`src/rtl/pattern_delay_timer_if.sv`:
```
// Bus between the serial command source/consumer and pattern_delay_timer.
// The master drives data, abort and ack. The slave (the timer) drives the status outputs.
interface pattern_delay_timer_if #(
  parameter int DELAY_W = 4
) ();
  logic               data;
  logic               abort;
  logic               ack;
  logic               shift_ena;
  logic               counting;
  logic [DELAY_W-1:0] count;
  logic               done;

  modport master (
    output data, abort, ack,
    input  shift_ena, counting, count, done
  );

  modport slave (
    input  data, abort, ack,
    output shift_ena, counting, count, done
  );
endinterface

```
`src/rtl/pattern_delay_timer.sv`:
```
// Finds PATTERN in a serial stream, then shifts in a DELAY_W-bit delay MSB-first.
// It times (delay+1)*TICK cycles, then holds done until ack. abort returns it to SEARCH.
module pattern_delay_timer #(
  parameter int               PAT_W   = 4,
  parameter logic [PAT_W-1:0] PATTERN = 4'b1101,
  parameter int               DELAY_W = 4,
  parameter int               TICK    = 1000
) (
  input  logic                  clk,
  input  logic                  reset,
  pattern_delay_timer_if.slave  bus
);

  localparam int PS_W   = (TICK > 1) ? $clog2(TICK) : 1;
  localparam int FILL_W = $clog2(PAT_W + 1);
  localparam int BIT_W  = (DELAY_W > 1) ? $clog2(DELAY_W) : 1;

  localparam logic [PS_W-1:0]   PS_LOAD    = PS_W'(TICK - 1);
  localparam logic [FILL_W-1:0] FILL_MAX   = FILL_W'(PAT_W);
  localparam logic [FILL_W-1:0] FILL_MATCH = FILL_W'(PAT_W - 1);
  localparam logic [BIT_W-1:0]  BIT_LAST   = BIT_W'(DELAY_W - 1);

  typedef enum logic [1:0] {SEARCH, SHIFT, COUNT, DONE} state_e;

  state_e             state_q, state_d;
  logic [PAT_W-2:0]   hist_q,  hist_d;
  logic [FILL_W-1:0]  fill_q,  fill_d;
  logic [BIT_W-1:0]   bit_q,   bit_d;
  logic [DELAY_W-1:0] delay_q, delay_d;
  logic [PS_W-1:0]    presc_q, presc_d;

  logic [PAT_W-1:0]   window;
  logic [DELAY_W:0]   delay_shift;
  logic               match;

  // The window includes the bit arriving this cycle, so a match is seen on the final pattern bit.
  assign window      = {hist_q, bus.data};
  assign delay_shift = {delay_q, bus.data};
  assign match       = (fill_q >= FILL_MATCH) && (window == PATTERN);

  // NOTE: sequential state uses non-blocking assignments only.
  // Blocking assignments here would let one register's update leak into another within the same edge.
  always_ff @(posedge clk) begin
    if (reset) begin
      state_q <= SEARCH;
      hist_q  <= '0;
      fill_q  <= '0;
      bit_q   <= '0;
      delay_q <= '0;
      presc_q <= '0;
    end else begin
      state_q <= state_d;
      hist_q  <= hist_d;
      fill_q  <= fill_d;
      bit_q   <= bit_d;
      delay_q <= delay_d;
      presc_q <= presc_d;
    end
  end

  // NOTE: every *_d gets a default before the case, so no path can infer a latch.
  // History, fill count and bit counter default to zero, which clears them whenever SEARCH is (re)entered.
  always_comb begin
    state_d = state_q;
    hist_d  = '0;
    fill_d  = '0;
    bit_d   = '0;
    delay_d = delay_q;
    presc_d = presc_q;

    unique case (state_q)
      SEARCH: begin
        if (!bus.abort) begin
          if (match) begin
            state_d = SHIFT;
          end else begin
            hist_d = window[PAT_W-2:0];
            fill_d = (fill_q == FILL_MAX) ? fill_q : fill_q + 1'b1;
          end
        end
      end
      SHIFT: begin
        delay_d = delay_shift[DELAY_W-1:0];
        bit_d   = bit_q + 1'b1;
        if (bit_q == BIT_LAST) begin
          state_d = COUNT;
          bit_d   = '0;
          presc_d = PS_LOAD;
        end
      end
      COUNT: begin
        if (presc_q == '0) begin
          if (delay_q == '0) begin
            state_d = DONE;
          end else begin
            delay_d = delay_q - 1'b1;
            presc_d = PS_LOAD;
          end
        end else begin
          presc_d = presc_q - 1'b1;
        end
      end
      DONE: begin
        if (bus.ack) state_d = SEARCH;
      end
      default: state_d = SEARCH;
    endcase

    // abort outranks every normal transition outside SEARCH
    if (bus.abort && (state_q != SEARCH)) begin
      state_d = SEARCH;
      delay_d = '0;
      presc_d = '0;
      bit_d   = '0;
    end
  end

  always_comb begin
    bus.shift_ena = (state_q == SHIFT);
    bus.counting  = (state_q == COUNT);
    bus.done      = (state_q == DONE);
    bus.count     = delay_q;
  end

endmodule

```
`src/flat_wrapper.sv`:
```
// flat-port wrapper written by rule: the top's interface ports become plain ports
module pattern_delay_timer_flat 
#(
  parameter int               PAT_W   = 4,
  parameter logic [PAT_W-1:0] PATTERN = 4'b1101,
  parameter int               DELAY_W = 4,
  parameter int               TICK    = 1000
)
  (clk, reset, bus_data, bus_abort, bus_ack, bus_shift_ena, bus_counting, bus_count, bus_done);
  pattern_delay_timer_if #(.DELAY_W(DELAY_W)) bus_i ();
  input  logic clk;
  input  logic reset;
  input wire logic [$bits(bus_i.data)-1:0] bus_data;
  input wire logic [$bits(bus_i.abort)-1:0] bus_abort;
  input wire logic [$bits(bus_i.ack)-1:0] bus_ack;
  output wire logic [$bits(bus_i.shift_ena)-1:0] bus_shift_ena;
  output wire logic [$bits(bus_i.counting)-1:0] bus_counting;
  output wire logic [$bits(bus_i.count)-1:0] bus_count;
  output wire logic [$bits(bus_i.done)-1:0] bus_done;
  assign bus_i.data = bus_data;
  assign bus_i.abort = bus_abort;
  assign bus_i.ack = bus_ack;
  assign bus_shift_ena = bus_i.shift_ena;
  assign bus_counting = bus_i.counting;
  assign bus_count = bus_i.count;
  assign bus_done = bus_i.done;
  pattern_delay_timer #(.PAT_W(PAT_W), .PATTERN(PATTERN), .DELAY_W(DELAY_W), .TICK(TICK)) u_core (.clk(clk), .reset(reset), .bus(bus_i));
endmodule
```
`config.mk`:
```
export PLATFORM = sky130hd
export DESIGN_NAME = pattern_delay_timer_flat
export DESIGN_NICKNAME = d
export VERILOG_FILES = /design/src/rtl/pattern_delay_timer_if.sv /design/src/rtl/pattern_delay_timer.sv /design/src/flat_wrapper.sv
export SDC_FILE = /design/constraint.sdc
export NUM_CORES = 1
export LEC_CHECK = 0
export ABC_AREA = 1
export CAP_MARGIN = 40
export CORE_MARGIN = 2
export CORE_UTILIZATION = 57
export CTS_BUF_LIST = sky130_fd_sc_hd__clkbuf_8 sky130_fd_sc_hd__clkbuf_16
export CTS_CLUSTER_SIZE = 24
export DETAILED_ROUTE_END_ITERATION = 16
export PLACE_DENSITY = 0.75
export SLEW_MARGIN = 20
export SYNTH_ARGS = -nofsm -noshare
export SYNTH_HDL_FRONTEND = slang
export SYNTH_SLANG_ARGS = --single-unit
```
`constraint.sdc`:
```
create_clock -name clk -period 1.9 [get_ports clk]
set_clock_uncertainty 0.15 [all_clocks]
set_input_delay 0.38 -clock clk [delete_from_list [all_inputs] [get_ports clk]]
set_output_delay 0.38 -clock clk [all_outputs]
set_load 0.05 [all_outputs]
```
* Word-level counts from Yosys, hierarchy flattened
Cells that the tools add are included.
Word-level totals: register bits 24, input port bits 5, output and inout bits 7, logic and storage cells 54
Cells by class: add/sub/neg operators 4, $lt $le $gt $ge 1, eq/ne operators 14, mux-type cells 14, bitwise logic cells 2, reductions and logical operators 13
Operators with widths (number):
- $mux 10 | 3
- $pmux 10 s2 | 1
- $mux 2 | 6
- $logic_not 10->1 | 1
- $sub 10x1->10 const B | 1
- $mux 4 | 2
- $ne 2x1->1 const B | 4
- $pmux 2 s4 | 1
- $pmux 4 s2 | 1
- $reduce_or 4->1 | 2
- $eq 2x2->1 const B | 3
- $ne 2x2->1 const B | 3
- $reduce_and 3->1 | 2
- $reduce_and 6->1 | 1
- $eq 4x4->1 const B | 1
- $logic_not 4->1 | 1
- $reduce_bool 2->1 | 2
- $sub 4x1->4 const B | 1
- $add 3x1->3 const B | 1
- $eq 3x3->1 const B | 1
- $ge 3x2->1 const B | 1
- $ne 3x3->1 const B | 1
- $add 2x1->2 const B | 1
- $eq 2x1->1 const B | 1
- other kinds (4) | 6

* Logic depth before layout (Yosys ltp)
Gate-level depths: netlist (run 1).
depth in word-level cells 5, depth in mapped cells 12

* Least setup slack after synthesis (run 1)
Ideal clock, no wire load.
path type reg2reg, from register u_core.state_q[0], to register u_core.delay_q[2] (netlist: u_core.bus.count[2]), setup time 0.130 ns, arrival time 1.724 ns, slack -0.104 ns, stages on the path, launching flop included 11, buffers on the path 1, path through dfxtp_1 inv_1 ha_1 inv_2 buf_6 nand2_2 o21ai_2 inv_1 nand2_2 o21ai_0 a21oi_1
Between the ends: longest elaborated chain between the ends 3, elaborated cells on any way between the ends 10, classes of those cells 4 x eq/ne; 1 x mux; 5 x reduce/logical
Ends and longest elaborated chain:
- start, declared | RTL line pattern_delay_timer.sv:25 | state_e state_q, state_d;
- start signal, assigned | RTL line pattern_delay_timer.sv:52 | state_q <= state_d;
- $eq 2x2->1 (*)
- named net bus_counting | RTL line flat_wrapper.sv:17 | output wire logic [$bits(bus_i.counting)-1:0] bus_counting;
- $ne 2x2->1 (no source line) (tied with other cells)
- $reduce_and 3->1 (no source line)
- end signal, assigned | RTL line pattern_delay_timer.sv:56 | delay_q <= delay_d;
- end, declared | RTL line pattern_delay_timer.sv:29 | logic [DELAY_W-1:0] delay_q, delay_d;
The timed path passes the listed nets; every way through them passes the cells marked *. A chain may end at the register's enable or synchronous reset.

* Worst setup path in the final report (run 1)
from register u_core.state_q[0], to output port bus_counting
Between the ends: longest elaborated chain between the ends 1
Ends and longest elaborated chain:
- $eq 2x2->1 | RTL line pattern_delay_timer.sv:120 | bus.counting = (state_q == COUNT);
- end, declared | RTL line flat_wrapper.sv:17
Every way passes these cells.

==> results of run 1 <==
per-layer routing:
metal	part of all wire, %	vias to the layer above	GRT usage, %
met4	1.0	0	6.91
met5	0	-	0
li1	-	707	-
met3	3.0	4	4.57
met2	51	16	39.7
met1	44	642	26.7
cell families after synthesis:
family	share of synthesized area (%)
AND/OR/NAND/NOR	34.8
buffers and inverters	10.8
AO/OA/AOI/OAI	11.6
flip-flops	32.3
adder cells (fa/ha/maj)	9.26
XOR/XNOR	1.18
synth_stat cells:
master / instances
o21ai_2: 1
dfxtp_1: 24
inv_6: 1
clkbuf_1: 1
or2_2: 1
nand4_1: 5
nor2_2: 2
ha_1: 11
nand2_8: 1
nand3_4: 1
inv_2: 3
nor2_1: 21
nand2_1: 50
nand3_1: 14
xor2_1: 2
dlymetal6s2s_1: 1
nand2_2: 5
nor3b_1: 1
nand2_4: 2
a21oi_2: 1
buf_6: 1
a21oi_1: 17
nor2_4: 2
o21ai_1: 1
o21ai_0: 13
nor3_1: 2
inv_1: 30
worst min-delay path, delay by kind of cell (launching register included):
kind          cells  cell delay [ns]
flops             1             0.32
buf+inv           1             0.05
simple gates      1             0.03
through the flow:
step,worst slack (ns),cell area (µm²)
3_3_place_gp,0.102,1650
5_1_grt,-0.00915,1720
3_5_place_dp,0.0338,1650
4_1_cts,0.0400,1710
2_1_floorplan,0.0345,1490
6_report,0.0971,1720
repair_timing:
action / CTS / global route
gates resized for setup: 0 / 4
endpoints found under the setup margin: 0 / 6
buffers inserted: 0 / 0
hold buffers: 0 / 0
endpoints found under the hold margin: 0 / 0
layout by cell type, fill, tap and decap left out, drive strengths merged:
cell type	instances
nor3	2
o21ai	15
a21oi	18
nand4	5
nor3b	1
clkdlybuf4s50	4
or2	1
buf	10
xor2	2
clkbuf	4
nand3	15
ha	11
dfxtp	24
nand2	58
inv	34
nor2	25
area by class of cell:
cell class | instances | share of cell area (%)
multi-input combinational | 153 | 49.5
sequential | 24 | 28.1
clock buffer | 4 | 3.20
inverter | 34 | 7.87
timing repair buffer | 14 | 9.10
tap | 30 | 2.18
power groups by stage:
stage | clock network [W] | logic, W | registers [W]
final | 0.000347 | 0.0000368 | 0.000508
after global routing | 0.000381 | 0.0000426 | 0.000509
after global placement | 0 | 0.0000350 | 0.000520
after detailed placement | 0 | 0.0000366 | 0.000520
after floorplan | 0 | 0.0000221 | 0.000520
after CTS | 0.000354 | 0.0000367 | 0.000508
sequential cells by signal, indices dropped and copies added (netlist names):
register          flops
u_core.bit_q          2
u_core.bus.count      4
u_core.fill_q         3
u_core.hist_q         3
u_core.presc_q       10
u_core.state_q        2
worst paths after layout:
| check | cells after the start | to | from |
|---|---|---|---|
| hold reg to reg | 2 | u_core.hist_q[2] | u_core.hist_q[1] |
| hold / removal | 2 | u_core.hist_q[2] | u_core.hist_q[1] |
| setup / recovery | 4 | bus_counting | u_core.state_q[0] |
| setup reg to reg | 11 | u_core.state_q[1] | u_core.presc_q[0] |
==> results.cfg, run 1 <==
[finish]
multi_input_area_um2 = 851
drive_gt1_share_pct = 16.6
syn_to_final_growth_pct = 15.6
final_cell_count_no_fill = 259
nets = 246
n_fill_cell = 227
antenna_cells = 0
register_area_um2 = 483
utilization_pct = 69.3

[pwr]
p_int_w = 0.000707
power.net_switching_w = 0.000185
power_density_nw_per_um2 = 519
p_sw_share_pct = 20.7
finalPower_w = 0.000892
pwr-share-clk_pct = 38.9
vdd_drop_max_uv = 420
leakagePower_nw = 0.794
combPwrFrac_pct = 4.1
seq_power_share_pct = 57.0

[sta]
finalCritPeriodShare_pct = 94.9
fmax_ghz = 0.555
hold_viol = 0
fin_crit_ns = 1.80
setup_viol = 0
setup-tns-final_ns = 0
drv_slew = 0
hold_slack_ns = 0.283
worst_pin_slew_ns = 0.244
rsz0062_at_grt = true
relSlewSlack_pct = 83.6

[logic_synthesis]
synth_cell_types = 27
syn_inst = 214
synth_top_cell_area_share_pct = 32.3
syn_nets = 230
synth_area_leader_cell = dfxtp_1
netlist_area_um2 = 1490
avgSynthCellArea_um2 = 6.95
ys_warn_count = 0
yosys-top-cells-area = dfxtp_1 32%, nand2_1 13%, ha_1 9.3%, inv_1 7.6%, a21oi_1 5.7%
seq_area_frac_synth_pct = 32.3
ys_seq_elements = 24

[floorplanning]
io_pins = 12
die_h_um = 55.1
start_util_pct = 60.0
fp.dieW_um = 55.1
core_area_um2 = 2480
dieArea_um2 = 3030
rows = 18

[clock_tree]
cts_buffer_depth = 2
cts-root-buf = clkbuf_8
cts_made_buffers = 3
cts_sinks = 24
cts_tree = done
clk_pin_slew_worst_paths_ns = 0.09
htreeDepth = 1
clock_latency_ns = 0.26

[route]
dr.pass1.iters = 4
dr_total_vias = 1369
first_iter_violations = 19
ant_nets = 0
drc = 0
viasPerCell = 5.29
drt-total-wl_um = 2980
routedWlPerCell_um = 11.5

[setup_path]
crit_buf_inv = 3
slowest_stage = dfxtp_2
cp-start-kind = flip-flop
cp_max_fo = 12
critical_path_class = flip-flop to output pin
cpPeakStageDelay_ns = 0.35
cp.required_ns = 1.37
ff2ff_setup_slack_ns = 0.12
critPathTopFamily = buffers and inverters
crit_chain = inv_1, ha_2, buf_6, buf_12
setup.worst_path.end_class = output pin
arrival_ns = 1.27

[job]
maxCapViolations = 0

[placement]
io_buffers = 11
gp_congestion = 0.751
placedCellCount = 255
hpwl_um = 2340

[global_route]
grt_first_pass_wirelength_um = 4910
grt_overflow = 0
grt_usage_pct = 22.3
grt_pass1_vias = 1219
grt_max_degree = 14
antenna_found_initial = 0

[run_status]
outcome = complete, no violations

[hold_path]
hold_class = flip-flop to flip-flop
No activity file was read; power rests on OpenSTA's default activity.
==> run 2, diff against run 1 <==
- HOLD_SLACK_MARGIN: not set -> 0.15
- PLACE_DENSITY: 0.75 -> 0.89
==> run 2 against run 1 <==
Effect of this change: sequential share of layout area decreased by 0.28 points; design area increased by 1.0%; clock power increased by 30%; core utilization increased by 0.71 points; clock-buffer cell count decreased by 1; final cell count increased by 0.39%; register-to-register slack improved by 0.02 ns; critical path depth unchanged; die area unchanged; worst hold slack improved by 0.00059 ns; routed wire length decreased by 7.1%; sequential cell count unchanged.
==> results.cfg, run 2 (same netlist as run 1, synthesis figures left out) <==
[finish]
largest-register = u_core.presc_q
n_fill_cell = 219
layout_common_cells = 50 x nand2_1, 30 x inv_1, 22 x dfxtp_1
fin_area_um2 = 1740
layout_commonest_cell = nand2_1
nets = 247
syn_to_final_growth_pct = 16.8
largest_register_ffs = 10
antenna_cells = 0
drive_gt1_share_pct = 17.0

[setup_path]
arrival_ns = 1.30
cp-start-kind = flip-flop
cp_max_fo = 12
critical_path_class = flip-flop to output pin
setup.worst_path.end_class = output pin
cp.required_ns = 1.37

[clock_tree]
clk_pin_slew_worst_paths_ns = 0.09
cts_sinks = 24
cts-root-buf = clkbuf_8
cts_buffer_depth = 2
htreeDepth = 1
cts_hold_buf = 0
clock_latency_ns = 0.27
cts_made_buffers = 3
cts_tree = done

[pwr]
combPwrFrac_pct = 3.8
leakagePower_nw = 0.804
pwr-share-clk_pct = 45.2
p_int_w = 0.000805
seq_power_share_pct = 51.0
power.net_switching_w = 0.000191
vdd_drop_max_uv = 524
power_density_nw_per_um2 = 574
p_sw_share_pct = 19.2

[placement]
gp_congestion = 0.796
dpl_worst_slack_ns = 0.0299
hpwl_um = 2140
io_buffers = 11
dpl_cell_area_um2 = 1650

[global_route]
grt_pass1_vias = 1099
grt_max_degree = 15
grt_first_pass_wirelength_um = 4460
antenna_found_initial = 0
grt_overflow = 0
grt_usage_pct = 20.4

[route]
viasPerCell = 5.08
drt-total-wl_um = 2770
dr_total_vias = 1321
drc = 0
first_iter_violations = 20
ant_nets = 0
dr.pass1.iters = 4
routedWlPerCell_um = 10.6

[hold_path]
hold_class = flip-flop to flip-flop

[floorplanning]
core_area_um2 = 2480
fp.dieW_um = 55.1
die_h_um = 55.1
start_util_pct = 60.0
rows = 18
io_pins = 12
dieArea_um2 = 3030

[sta]
setup_ws_ns = 0.0708
finalCritPeriodShare_pct = 96.3
worst_pin_slew_ns = 0.258
hold_viol = 0
fmax_ghz = 0.547
hold_slack_ns = 0.284
setup-tns-final_ns = 0
fin_crit_ns = 1.83
setup_viol = 0
drv_slew = 0
relSlewSlack_pct = 82.7
rsz0062_at_grt = false

[run_status]
outcome = complete, no violations

[job]
maxCapViolations = 0
-- run 2: cell count changes in the layout (fill, tap and decap cells not counted) --
cell       change
clkbuf_8       -1
inv_4          -1
bufinv_16      +1
buf_4          +2
inv_2          +1
buf_6          -1
-- run 2: power by group through the flow --
stage	Clock, W	Sequential, W	Combinational [W]
after floorplan	0	0.000520	0.0000221
final	0.000450	0.000508	0.0000383
after detailed placement	0	0.000520	0.0000367
after global placement	0	0.000520	0.0000353
after CTS	0.000457	0.000508	0.0000368
after global routing	0.000475	0.000509	0.0000430
-- run 2: layer usage --
metal	global-route usage (%)	vias to the layer above	part of all wire, %
li1	-	712	-
met1	25.9	586	47
met2	35.3	19	48
met3	4.30	4	3.8
met4	4.88	0	0.83
met5	0	-	0
-- run 2: worst max-delay path: stages, from the launching register on --
cell and delay, ns:
dfxtp_2 0.35, inv_1 0.11, ha_2 0.20, buf_4 0.21
buf_12 0.16
-- run 2: timing repair --
action | 4_1_cts | 5_1_grt
gates resized for setup | 0 | 2
setup buffers | 0 | 1
endpoints found under the setup margin | 0 | 2
-- run 2: area by class of cell --
cell class	instances	area, µm²	share of cell area (%)
inverters	34	133	7.64
clock inverters	1	30.0	1.73
multi-input cells	153	851	49.0
well taps	30	37.5	2.16
repair buffers	15	160	9.23
flip-flops and latches	24	483	27.8
clock buffers	3	41.3	2.38
-- run 2: worst paths after layout --
check | startpoint | to | slack, ns | cells after the start
worst max-delay path | u_core.state_q[0] | bus_counting | 0.07 | 4
worst min-delay path | u_core.bit_q[0] | u_core.bit_q[0] | 0.28 | 1
worst max register to register | u_core.presc_q[0] | u_core.state_q[1] | 0.14 | 11
worst min register to register | u_core.bit_q[0] | u_core.bit_q[0] | 0.28 | 1
-- run 2: through the flow --
| step | utilization [%] | cells | power, W |
|---|---|---|---|
| after detailed placement | 66.8 | 255 | 0.000557 |
| after CTS | 69.6 | 259 | 0.00100 |
| after global routing | 70.1 | 260 | 0.00103 |
| final | 70.1 | 260 | 0.000996 |
| after global placement | 66.8 | 255 | 0.000555 |
| after floorplan | - | 214 | 0.000542 |
